## src/rtl/be8_i2c_pkg.sv

```systemverilog
// Shared encodings for the be8 I2C master: command opcodes, FSM states and
// the quarter-bit phase index.
package be8_i2c_pkg;

    localparam logic [1:0] OP_START = 2'd0;
    localparam logic [1:0] OP_WRITE = 2'd1;
    localparam logic [1:0] OP_READ  = 2'd2;
    localparam logic [1:0] OP_STOP  = 2'd3;

    // Index of the last bit of a byte transfer (8 data bits + ACK slot).
    localparam logic [3:0] LAST_BIT = 4'd8;

    typedef enum logic [2:0] {
        IDLE,
        START,
        BIT,
        STOP,
        ERR,
        DONE
    } state_t;

    typedef logic [1:0] quarter_t;

endpackage

```

## src/rtl/be8_i2c_phase_timer.sv

```systemverilog
// Quarter-bit phase timer. Counts 0..DIV while running and strobes
// phase_done on the last count. In a phase where SCL has been released the
// phase cannot finish until the synchronised SCL reads high, so a slave
// holding SCL low stalls the counter at its final count.
module be8_i2c_phase_timer #(
    parameter int DIV = 63
) (
    input  logic clk,
    input  logic rst_n,
    input  logic run,
    input  logic stretch,
    input  logic scl_high,
    output logic phase_done
);

    localparam int CW = (DIV < 1) ? 1 : $clog2(DIV + 1);
    localparam logic [CW-1:0] CNT_MAX = CW'(DIV);

    logic [CW-1:0] cnt_reg;
    logic          at_max;

    assign at_max     = (cnt_reg == CNT_MAX);
    assign phase_done = run && at_max && (!stretch || scl_high);

    // Quarter counter: clears when idle or at phase end, waits at max while stretched.
    always_ff @(posedge clk or negedge rst_n) begin
        if (!rst_n) begin
            cnt_reg <= '0;
        end else if (!run || phase_done) begin
            cnt_reg <= '0;
        end else if (!at_max) begin
            cnt_reg <= cnt_reg + 1'b1;
        end
    end

endmodule

```

## src/rtl/be8_i2c_master.sv

```systemverilog
// Byte-level I2C master engine. Accepts START/WRITE/READ/STOP commands from
// the CPU register bus and sequences the open-drain SCL/SDA pins in
// quarter-bit phases. Pin drives are registered from the next-state values
// so they change exactly at phase boundaries.
module be8_i2c_master
    import be8_i2c_pkg::*;
#(
    parameter int DIV = 63
) (
    input  logic       clk,
    input  logic       rst_n,
    input  logic       cmd_valid,
    output logic       cmd_ready,
    input  logic [1:0] cmd_op,
    input  logic [7:0] cmd_wdata,
    input  logic       cmd_rd_nack,
    output logic       rsp_valid,
    output logic [7:0] rsp_rdata,
    output logic       rsp_nack,
    output logic       rsp_err,
    output logic       bus_active,
    input  logic       scl_i,
    input  logic       sda_i,
    output logic       scl_o,
    output logic       sda_o
);

    logic [1:0] scl_sync_reg, sda_sync_reg;
    logic       scl_s, sda_s;

    state_t     state_reg, state_next;
    quarter_t   q_reg, q_next;
    logic [3:0] bit_reg, bit_next;
    logic [7:0] sh_reg, sh_next;
    logic       rd_reg, rd_next;
    logic       rd_nack_reg, rd_nack_next;
    logic       ack_reg, ack_next;
    logic       bus_reg, bus_next;
    logic [7:0] rdata_reg, rdata_next;
    logic       nack_reg, nack_next;
    logic       err_reg, err_next;
    logic       scl_reg, scl_next;
    logic       sda_reg, sda_next;
    logic       bit_val;
    logic       accept, run, stretch, phase_done;

    assign scl_s = scl_sync_reg[1];
    assign sda_s = sda_sync_reg[1];

    // DONE is the response cycle; the engine is already free to take a command.
    assign cmd_ready  = (state_reg == IDLE) || (state_reg == DONE);
    assign rsp_valid  = (state_reg == DONE);
    assign rsp_rdata  = rdata_reg;
    assign rsp_nack   = nack_reg;
    assign rsp_err    = err_reg;
    assign bus_active = bus_reg;
    assign scl_o      = scl_reg;
    assign sda_o      = sda_reg;

    assign accept  = cmd_valid && cmd_ready;
    assign run     = (state_reg == START) || (state_reg == BIT) || (state_reg == STOP);
    // Phases that release SCL and therefore must wait out slave stretching.
    assign stretch = ((state_reg == START) && (q_reg == 2'd1)) ||
                     ((state_reg == BIT)   && (q_reg == 2'd2)) ||
                     ((state_reg == STOP)  && (q_reg == 2'd1));

    be8_i2c_phase_timer #(.DIV(DIV)) u_timer (
        .clk       (clk),
        .rst_n     (rst_n),
        .run       (run),
        .stretch   (stretch),
        .scl_high  (scl_s),
        .phase_done(phase_done)
    );

    // Two-flop synchronisers for the raw pin levels (idle bus reads high).
    always_ff @(posedge clk or negedge rst_n) begin
        if (!rst_n) begin
            scl_sync_reg <= 2'b11;
            sda_sync_reg <= 2'b11;
        end else begin
            scl_sync_reg <= {scl_sync_reg[0], scl_i};
            sda_sync_reg <= {sda_sync_reg[0], sda_i};
        end
    end

    // State, datapath and pin registers; reset releases both lines at once.
    always_ff @(posedge clk or negedge rst_n) begin
        if (!rst_n) begin
            state_reg   <= IDLE;
            q_reg       <= 2'd0;
            bit_reg     <= 4'd0;
            sh_reg      <= 8'h00;
            rd_reg      <= 1'b0;
            rd_nack_reg <= 1'b0;
            ack_reg     <= 1'b1;
            bus_reg     <= 1'b0;
            rdata_reg   <= 8'h00;
            nack_reg    <= 1'b0;
            err_reg     <= 1'b0;
            scl_reg     <= 1'b1;
            sda_reg     <= 1'b1;
        end else begin
            state_reg   <= state_next;
            q_reg       <= q_next;
            bit_reg     <= bit_next;
            sh_reg      <= sh_next;
            rd_reg      <= rd_next;
            rd_nack_reg <= rd_nack_next;
            ack_reg     <= ack_next;
            bus_reg     <= bus_next;
            rdata_reg   <= rdata_next;
            nack_reg    <= nack_next;
            err_reg     <= err_next;
            scl_reg     <= scl_next;
            sda_reg     <= sda_next;
        end
    end

    // Next-state, datapath and pin-level decode for the upcoming phase.
    always_comb begin
        state_next   = state_reg;
        q_next       = q_reg;
        bit_next     = bit_reg;
        sh_next      = sh_reg;
        rd_next      = rd_reg;
        rd_nack_next = rd_nack_reg;
        ack_next     = ack_reg;
        bus_next     = bus_reg;
        rdata_next   = rdata_reg;
        nack_next    = nack_reg;
        err_next     = err_reg;
        scl_next     = scl_reg;
        sda_next     = sda_reg;
        bit_val      = 1'b1;

        case (state_reg)
            IDLE, DONE: begin
                state_next = IDLE;
                if (accept) begin
                    q_next       = 2'd0;
                    bit_next     = 4'd0;
                    rd_next      = (cmd_op == OP_READ);
                    rd_nack_next = cmd_rd_nack;
                    sh_next      = (cmd_op == OP_WRITE) ? cmd_wdata : 8'h00;
                    if (cmd_op == OP_START) begin
                        state_next = START;
                    end else if (!bus_reg) begin
                        state_next = ERR;
                    end else if (cmd_op == OP_STOP) begin
                        state_next = STOP;
                    end else begin
                        state_next = BIT;
                    end
                end
            end
            START, STOP: begin
                if (phase_done) begin
                    if (q_reg == 2'd3) begin
                        state_next = DONE;
                        bus_next   = (state_reg == START);
                        err_next   = 1'b0;
                    end else begin
                        q_next = q_reg + 2'd1;
                    end
                end
            end
            BIT: begin
                if (phase_done) begin
                    // SDA is sampled as the SCL-high phase q2 ends.
                    if (q_reg == 2'd2) begin
                        if (bit_reg == LAST_BIT) begin
                            ack_next = sda_s;
                        end else if (rd_reg) begin
                            sh_next = {sh_reg[6:0], sda_s};
                        end
                    end
                    if (q_reg == 2'd3) begin
                        if (bit_reg == LAST_BIT) begin
                            state_next = DONE;
                            err_next   = 1'b0;
                            if (rd_reg) begin
                                rdata_next = sh_reg;
                                nack_next  = 1'b0;
                            end else begin
                                nack_next  = ack_reg;
                            end
                        end else begin
                            bit_next = bit_reg + 4'd1;
                            q_next   = 2'd0;
                            if (!rd_reg) begin
                                sh_next = {sh_reg[6:0], 1'b0};
                            end
                        end
                    end else begin
                        q_next = q_reg + 2'd1;
                    end
                end
            end
            ERR: begin
                state_next = DONE;
                err_next   = 1'b1;
            end
            default: state_next = IDLE;
        endcase

        // Level the master puts on SDA during the upcoming bit.
        if (bit_next == LAST_BIT) begin
            bit_val = rd_next ? rd_nack_next : 1'b1;
        end else begin
            bit_val = rd_next ? 1'b1 : sh_next[7];
        end

        case (state_next)
            START: begin
                case (q_next)
                    2'd0:    sda_next = 1'b1;
                    2'd1:    begin scl_next = 1'b1; sda_next = 1'b1; end
                    2'd2:    begin scl_next = 1'b1; sda_next = 1'b0; end
                    default: begin scl_next = 1'b0; sda_next = 1'b0; end
                endcase
            end
            BIT: begin
                scl_next = q_next[1];
                sda_next = bit_val;
            end
            STOP: begin
                case (q_next)
                    2'd0:    begin scl_next = 1'b0; sda_next = 1'b0; end
                    2'd1:    begin scl_next = 1'b1; sda_next = 1'b0; end
                    default: begin scl_next = 1'b1; sda_next = 1'b1; end
                endcase
            end
            DONE: begin
                // A finished byte parks the bus with SCL held low.
                if (state_reg == BIT) begin
                    scl_next = 1'b0;
                end
            end
            default: ;
        endcase
    end

endmodule

```

## config.mk

```make
export PLATFORM = sky130hd
export DESIGN_NAME = be8_i2c_master
export DESIGN_NICKNAME = d
export VERILOG_FILES = /design/src/rtl/be8_i2c_pkg.sv /design/src/rtl/be8_i2c_phase_timer.sv /design/src/rtl/be8_i2c_master.sv
export SDC_FILE = /design/constraint.sdc
export NUM_CORES = 1
export LEC_CHECK = 0
export BUFFER_PORTS_ARGS = -buffer_cell sky130_fd_sc_hd__buf_2
export CAP_MARGIN = 20
export CORE_MARGIN = 2
export CORE_UTILIZATION = 55
export CTS_BUF_LIST = sky130_fd_sc_hd__clkbuf_2
export CTS_CLUSTER_SIZE = 12
export DETAILED_ROUTE_END_ITERATION = 7
export PLACE_DENSITY = 0.76
export SYNTH_ARGS = -nofsm -noshare
export SYNTH_HDL_FRONTEND = slang
export SYNTH_SLANG_ARGS = --single-unit
```

## constraint.sdc

```tcl
create_clock -name clk -period 4.1 [get_ports clk]
set_clock_uncertainty 0.15 [all_clocks]
set_input_delay 0.205 -clock clk [delete_from_list [all_inputs] [get_ports clk]]
set_output_delay 0.205 -clock clk [all_outputs]
set_load 0.05 [all_outputs]
```

# --- Word-level counts from Yosys, hierarchy flattened ---
# Cells that the tools add are included.
# W data, S select, Z words.
classes:
  n_addsub: 3
  n_reduce_logical: 33
  n_eq_ne: 29
  mux: 55
op_table:
  columns: ["cell", "count"]
  rows:
  - ["$mux W8", 9]
  - ["$mux W3", 8]
  - ["$mux W1", 18]
  - ["$mux W4", 4]
  - ["$pmux W8 S2", 1]
  - ["$ne A2 B2 Y1 const B", 7]
  - ["$eq A3 B2 Y1 const B", 4]
  - ["$mux W2", 6]
  - ["$mux W6", 2]
  - ["$pmux W3 S4", 1]
  - ["$eq A2 B2 Y1 const B", 5]
  - ["$eq A3 B3 Y1 const B", 3]
  - ["$reduce_and A3 Y1", 3]
  - ["$eq A4 B4 Y1 const B", 2]
  - ["$pmux W4 S2", 1]
  - ["$reduce_and A4 Y1", 2]
  - ["$reduce_or A2 Y1", 4]
  - ["$logic_or A1 B1 Y1", 7]
  - ["$add A6 B1 Y6 const B", 1]
  - ["$eq A2 B1 Y1 const B", 3]
  - ["$eq A3 B1 Y1 const B", 2]
  - ["$eq A6 B6 Y1 const B", 1]
  - ["$logic_and A1 B1 Y1", 6]
  - ["$pmux W1 S3", 2]
  - ["other kinds (14)", 18]
totals:
  register_bits: 43
  elab_cells: 137
  out_inout_bits: 15
  in_bits: 16

# --- Logic depth before layout (Yosys ltp) ---
logic_depth:
  word_depth: 13
  depth_mapped: 16
  depth_no_buf: 16

# --- By module ---
# From an unflattened synthesis, not the netlist that was laid out.
unflattened:
  cells_unflattened: 248
  area_unflattened_um2: 2529.9
by_module_without_submodules:
  columns: ["mod", "area_each_um2", "cells_per_inst", "n_inst"]
  rows:
  - ["be8_i2c_master", 2200.9, 213, 1]
  - ["be8_i2c_phase_timer", 329.1, 35, 1]

# --- Worst setup path before layout ---
# No wires, ideal clock.
synth_path:
  path_kind: "register to register"
  start: "register q_reg[0]"
  end: "register sda_reg, in the netlist sda_o"
  path_slack_ps: 1255
  period_less_slack_ps: 2845
  arrival_ps: 2633
  path_buffers: 1
  required_time_ps: 3888
  stages_incl_launch_ff: 16
  cell_sequence: "dfrtp_1 > inv_1 > ha_1 > nand3b_1 > a211o_1 > buf_2 > a31o_2 > a21oi_1 > o22a_1 > inv_1 > ha_1 > nor2_1 > o31ai_1 > mux2_2 > nand3_1 > a41o_1"
synth_between:
  elab_chain_cells: 13
synth_rtl:
  columns: ["element", "line", "source"]
  rows:
  - ["start, declared", "be8_i2c_master.sv:32", "quarter_t q_reg, q_next;"]
  - ["start signal, assigned", "be8_i2c_master.sv:105", "q_reg <= q_next;"]
  - ["$eq A2 B1 Y1 / $eq A2 B2 Y1 (equally long branches)", "be8_i2c_master.sv:63, be8_i2c_master.sv:65, be8_i2c_master.sv:64", null]
  - ["$logic_and A1 B1 Y1, on equally long branches", "be8_i2c_master.sv:63, be8_i2c_master.sv:64", null]
  - ["$logic_or A1 B1 Y1", "be8_i2c_master.sv:63", "assign stretch = ((state_reg == START) && (q_reg == 2'd1)) ||"]
  - ["$logic_or A1 B1 Y1", "be8_i2c_master.sv:64", "((state_reg == BIT) && (q_reg == 2'd2)) ||"]
  - ["$logic_not A1 Y1", "be8_i2c_phase_timer.sv:23", "assign phase_done = run && at_max && (!stretch || scl_high);"]
  - ["$logic_or A1 B1 Y1", "be8_i2c_phase_timer.sv:23", null]
  - ["$logic_and A1 B1 Y1", "be8_i2c_phase_timer.sv:23", null]
  - ["$mux W2, on equally long branches", "be8_i2c_master.sv:169, be8_i2c_master.sv:158", null]
  - ["$pmux W2 S3 *", "be8_i2c_master.sv:137", "case (state_reg)"]
  - ["via q_next[1]", "be8_i2c_master.sv:32", null]
  - ["$eq A2 B1 Y1 / $logic_not A2 Y1 (equally long branches)", "be8_i2c_master.sv:216, be8_i2c_master.sv:228", null]
  - ["$reduce_or A2 Y1 (no source line) *", null, null]
  - ["$mux W1, on equally long branches", "be8_i2c_master.sv:228, be8_i2c_master.sv:216", null]
  - ["$pmux W1 S3 *", "be8_i2c_master.sv:214", "case (state_next)"]
  - ["end signal, assigned", "be8_i2c_master.sv:116", "sda_reg <= sda_next;"]
  - ["end, declared", "be8_i2c_master.sv:43", "logic sda_reg, sda_next;"]
# The timed path passes the listed nets; every way through them passes the cells marked *. The select of a mux whose other input is x is not followed.
# A chain may end at the register's enable or synchronous reset.

# --- Worst setup path after layout ---
# Same ends and word-level chain as after synthesis.

==> results by group <==
Finish
  • Most frequent cells in the layout: nand2_1 (36), dfrtp_1 (36), buf_2 (30)
  • Final Cell Area: 2940 um2
  • Nets: between 300 and 400
  • Layout area overhead: 14.4%
  • Antenna Cells: 0
  • Fill count: 360
  • Share of cells above drive strength 1: between 20% and 30%
  • Post-Route Utilization: 66.5%

Route
  • Detail Route Antenna Nets: 0
  • Pre-antenna DRT Iters: 4
  • DRT iter0 DRCs: around 150
  • Routed len/inst: 16.4 um
  • Vias: 2108
  • Vias/cell: 5.94
  • Final wirelength: just under 6 mm
  • Post-route DRC: 0

STA
  • RSZ-0062 raised after global routing: false
  • Final setup violation count: 0
  • Min setup slack post-route: 876 ps
  • Worst Tran Pin Value: a little over 900 ps
  • Peak Freq: between 0.3 and 0.4 GHz
  • Final hold viol count: 0
  • Period utilization: about four fifths
  • Minimum clock period: 3220 ps
  • Setup TNS Final: 0 ps
  • Slew Limit Headroom: 38.2%
  • Max Slew Vio Count: 0

Clocking
  • Clock Path Buffers: 2
  • Reg clk slew, reported paths: 240 ps
  • # Post-CTS Setup Buffers: 0
  • CTS tree: done
  • Num CTS Buffers: 5
  • Max H-tree Level: 2
  • Root Driver: clkbuf_2
  • Clk sinks: 43
  • Clk_lat worst skew: 420 ps

Logic synthesis
  • Mapped cell area: roughly 2600 um2
  • #FFs+latches synth: 43
  • Post-synthesis cell type count: 64
  • Top FF cell, synth: dfrtp_1
  • Async SR Flop Fraction: 100%
  • Syn Nets: around 290
  • Ys Warns: 0
  • Cell count after synthesis: 260
  • Syn Area/Cell: around 9.9 um2
  • Number of synthesized flops with an enable pin: 0
  • Post-synthesis sequential area ratio: approximately 42%

Place
  • Port bufs: 30
  • Place WS: between 900 and 1000 ps
  • Routability cong.: between 0.8 and 0.9
  • Detail Placement HPWL: 4.13 mm
  • Placed cell area: approximately 2700 um2

GRT
  • Vias in the first global route: 2075
  • Remaining Overflow, GRT: 0
  • First-pass GRT wire length: 9.89 mm
  • Largest net degree at the start of global routing: 44
  • GRT Util Overall: approximately a quarter
  • Initial antenna violation count: 0

Worst hold path
  • Worst Hold Class: in2reg

Setup path
  • CP Launch Type: flip-flop
  • Worst EP required: 4320 ps
  • WP data arrival: approximately 3500 ps
  • Crit. End Element: flip-flop
  • Crit Path Max Fanout: 9
  • WS Path Type: reg2reg

Die
  • Die area: ~5200 um2
  • Core area: 4410 um2
  • Initial core utilization: 58.2%
  • Num rows: 24
  • Die height: a little over 70 um
  • Top Ports: 31
  • Die W: about 72 um

Flow run
  • Max-capacitance violation count: 0

Outcome
  • Status: complete, no violations

Power
  • Total leakage power: roughly 1.4 nW
  • Cell Pwr Density: around 450 nW/um2
  • Maximum vdd drop: between 0.0003 and 0.0004 V
[layout make-up]
type / count / area (um2) / share of cell area, %
Clock inverter: 3 / 43.8 / 1.49
Inverter: 13 / 48.8 / 1.66
Tap cell: 52 / 65.1 / 2.22
Sequential cell: 43 / 1080 / 36.9
Clock buffer: 5 / 25.0 / 0.852
Multi-Input combinational cell: 195 / 1380 / 47.0
Timing Repair Buffer: 44 / 290 / 9.88
[power breakdown]
group          internal [mW]  total [mW]  switching [mW]
Clock                  0.103       0.249           0.146
Sequential             0.501       0.593          0.0919
Combinational          0.180       0.470           0.289
Total                  0.785        1.31           0.527
[final timing paths]
kind / end / slack, ps / from / cells after the start
hold / removal: bit_reg[0] / 120 / cmd_valid / 4
setup / recovery: sda_o / 880 / q_reg[0] / 14
setup reg to reg: sda_o / 880 / q_reg[0] / 14
hold reg to reg: sda_sync_reg[1] / 220 / sda_sync_reg[0] / 0
min in group asynchronous: q_reg[0] / 260 / rst_n / 2
max in group asynchronous: sh_reg[7] / 2950 / rst_n / 2
[critical path: stages, from the launching register on]
cell	delay (ps)
dfrtp_1	500
inv_1	110
ha_1	220
nand3b_1	150
a211o_1	450
a31o_2	290
a21oi_1	140
o22a_1	190
inv_1	70
ha_1	210
nor2_1	150
o31ai_1	90
mux2_2	270
nand3_1	80
a41o_1	90
[synthesized netlist by cell type (2+ instances only)]
library cell	count	area [um2]
and3_1	5	31.3
o31ai_1	2	15.0
nand2b_1	4	25.0
inv_1	13	48.8
a31oi_1	4	25.0
buf_4	5	37.5
nand4_1	3	18.8
buf_2	2	10.0
dfrtp_1	36	901
nor3b_1	2	15.0
mux2_2	11	124
nor3_1	11	55.1
nor2_1	12	45.0
a22oi_1	5	37.5
o21ai_0	13	65.1
nor4_1	2	12.5
nand3_1	4	20.0
nand3b_1	3	22.5
and4_1	3	26.3
a211o_1	2	17.5
a21oi_1	14	70.1
and3b_1	3	26.3
a211oi_1	3	22.5
nand2_2	2	12.5
dfstp_2	7	184
clkbuf_1	2	7.51
and2_1	3	18.8
o21bai_1	2	15.0
ha_1	10	125
nand2_1	36	135
nor2b_1	3	18.8
[logic make-up after synthesis]
family	after synthesis	synth area share (%)
AOI/OAI and AO/OA	64	19.0
xor gates and xnor gates	1	0.341
adders and majority gates	10	4.87
buffers and inverters	22	4.05
DFF	43	42.3
muxes	11	4.82
and+or+nand+nor	109	24.7
[timing repair]
action,CTS,global route
resized for setup,0,0
hold endpoints to repair,48,0
hold buffers,14,0
[through the flow]
stage	hold WS [ps]	power [mW]	std cells
final	117	1.31	355
after floorplan	-241	0.954	260
after CTS	109	1.32	355
after global placement	161	1.05	333
after detailed placement	162	1.06	333
after global routing	90.6	1.40	355
[per-layer routing]
metal,track usage [%],part of all wire [%],routed length (um)
met1,32.5,43,2540
met2,40.4,50,2930
met3,4.72,5.5,321
met4,5.87,0.81,47
met5,0,0,0
(Power assumes the default switching activity.)
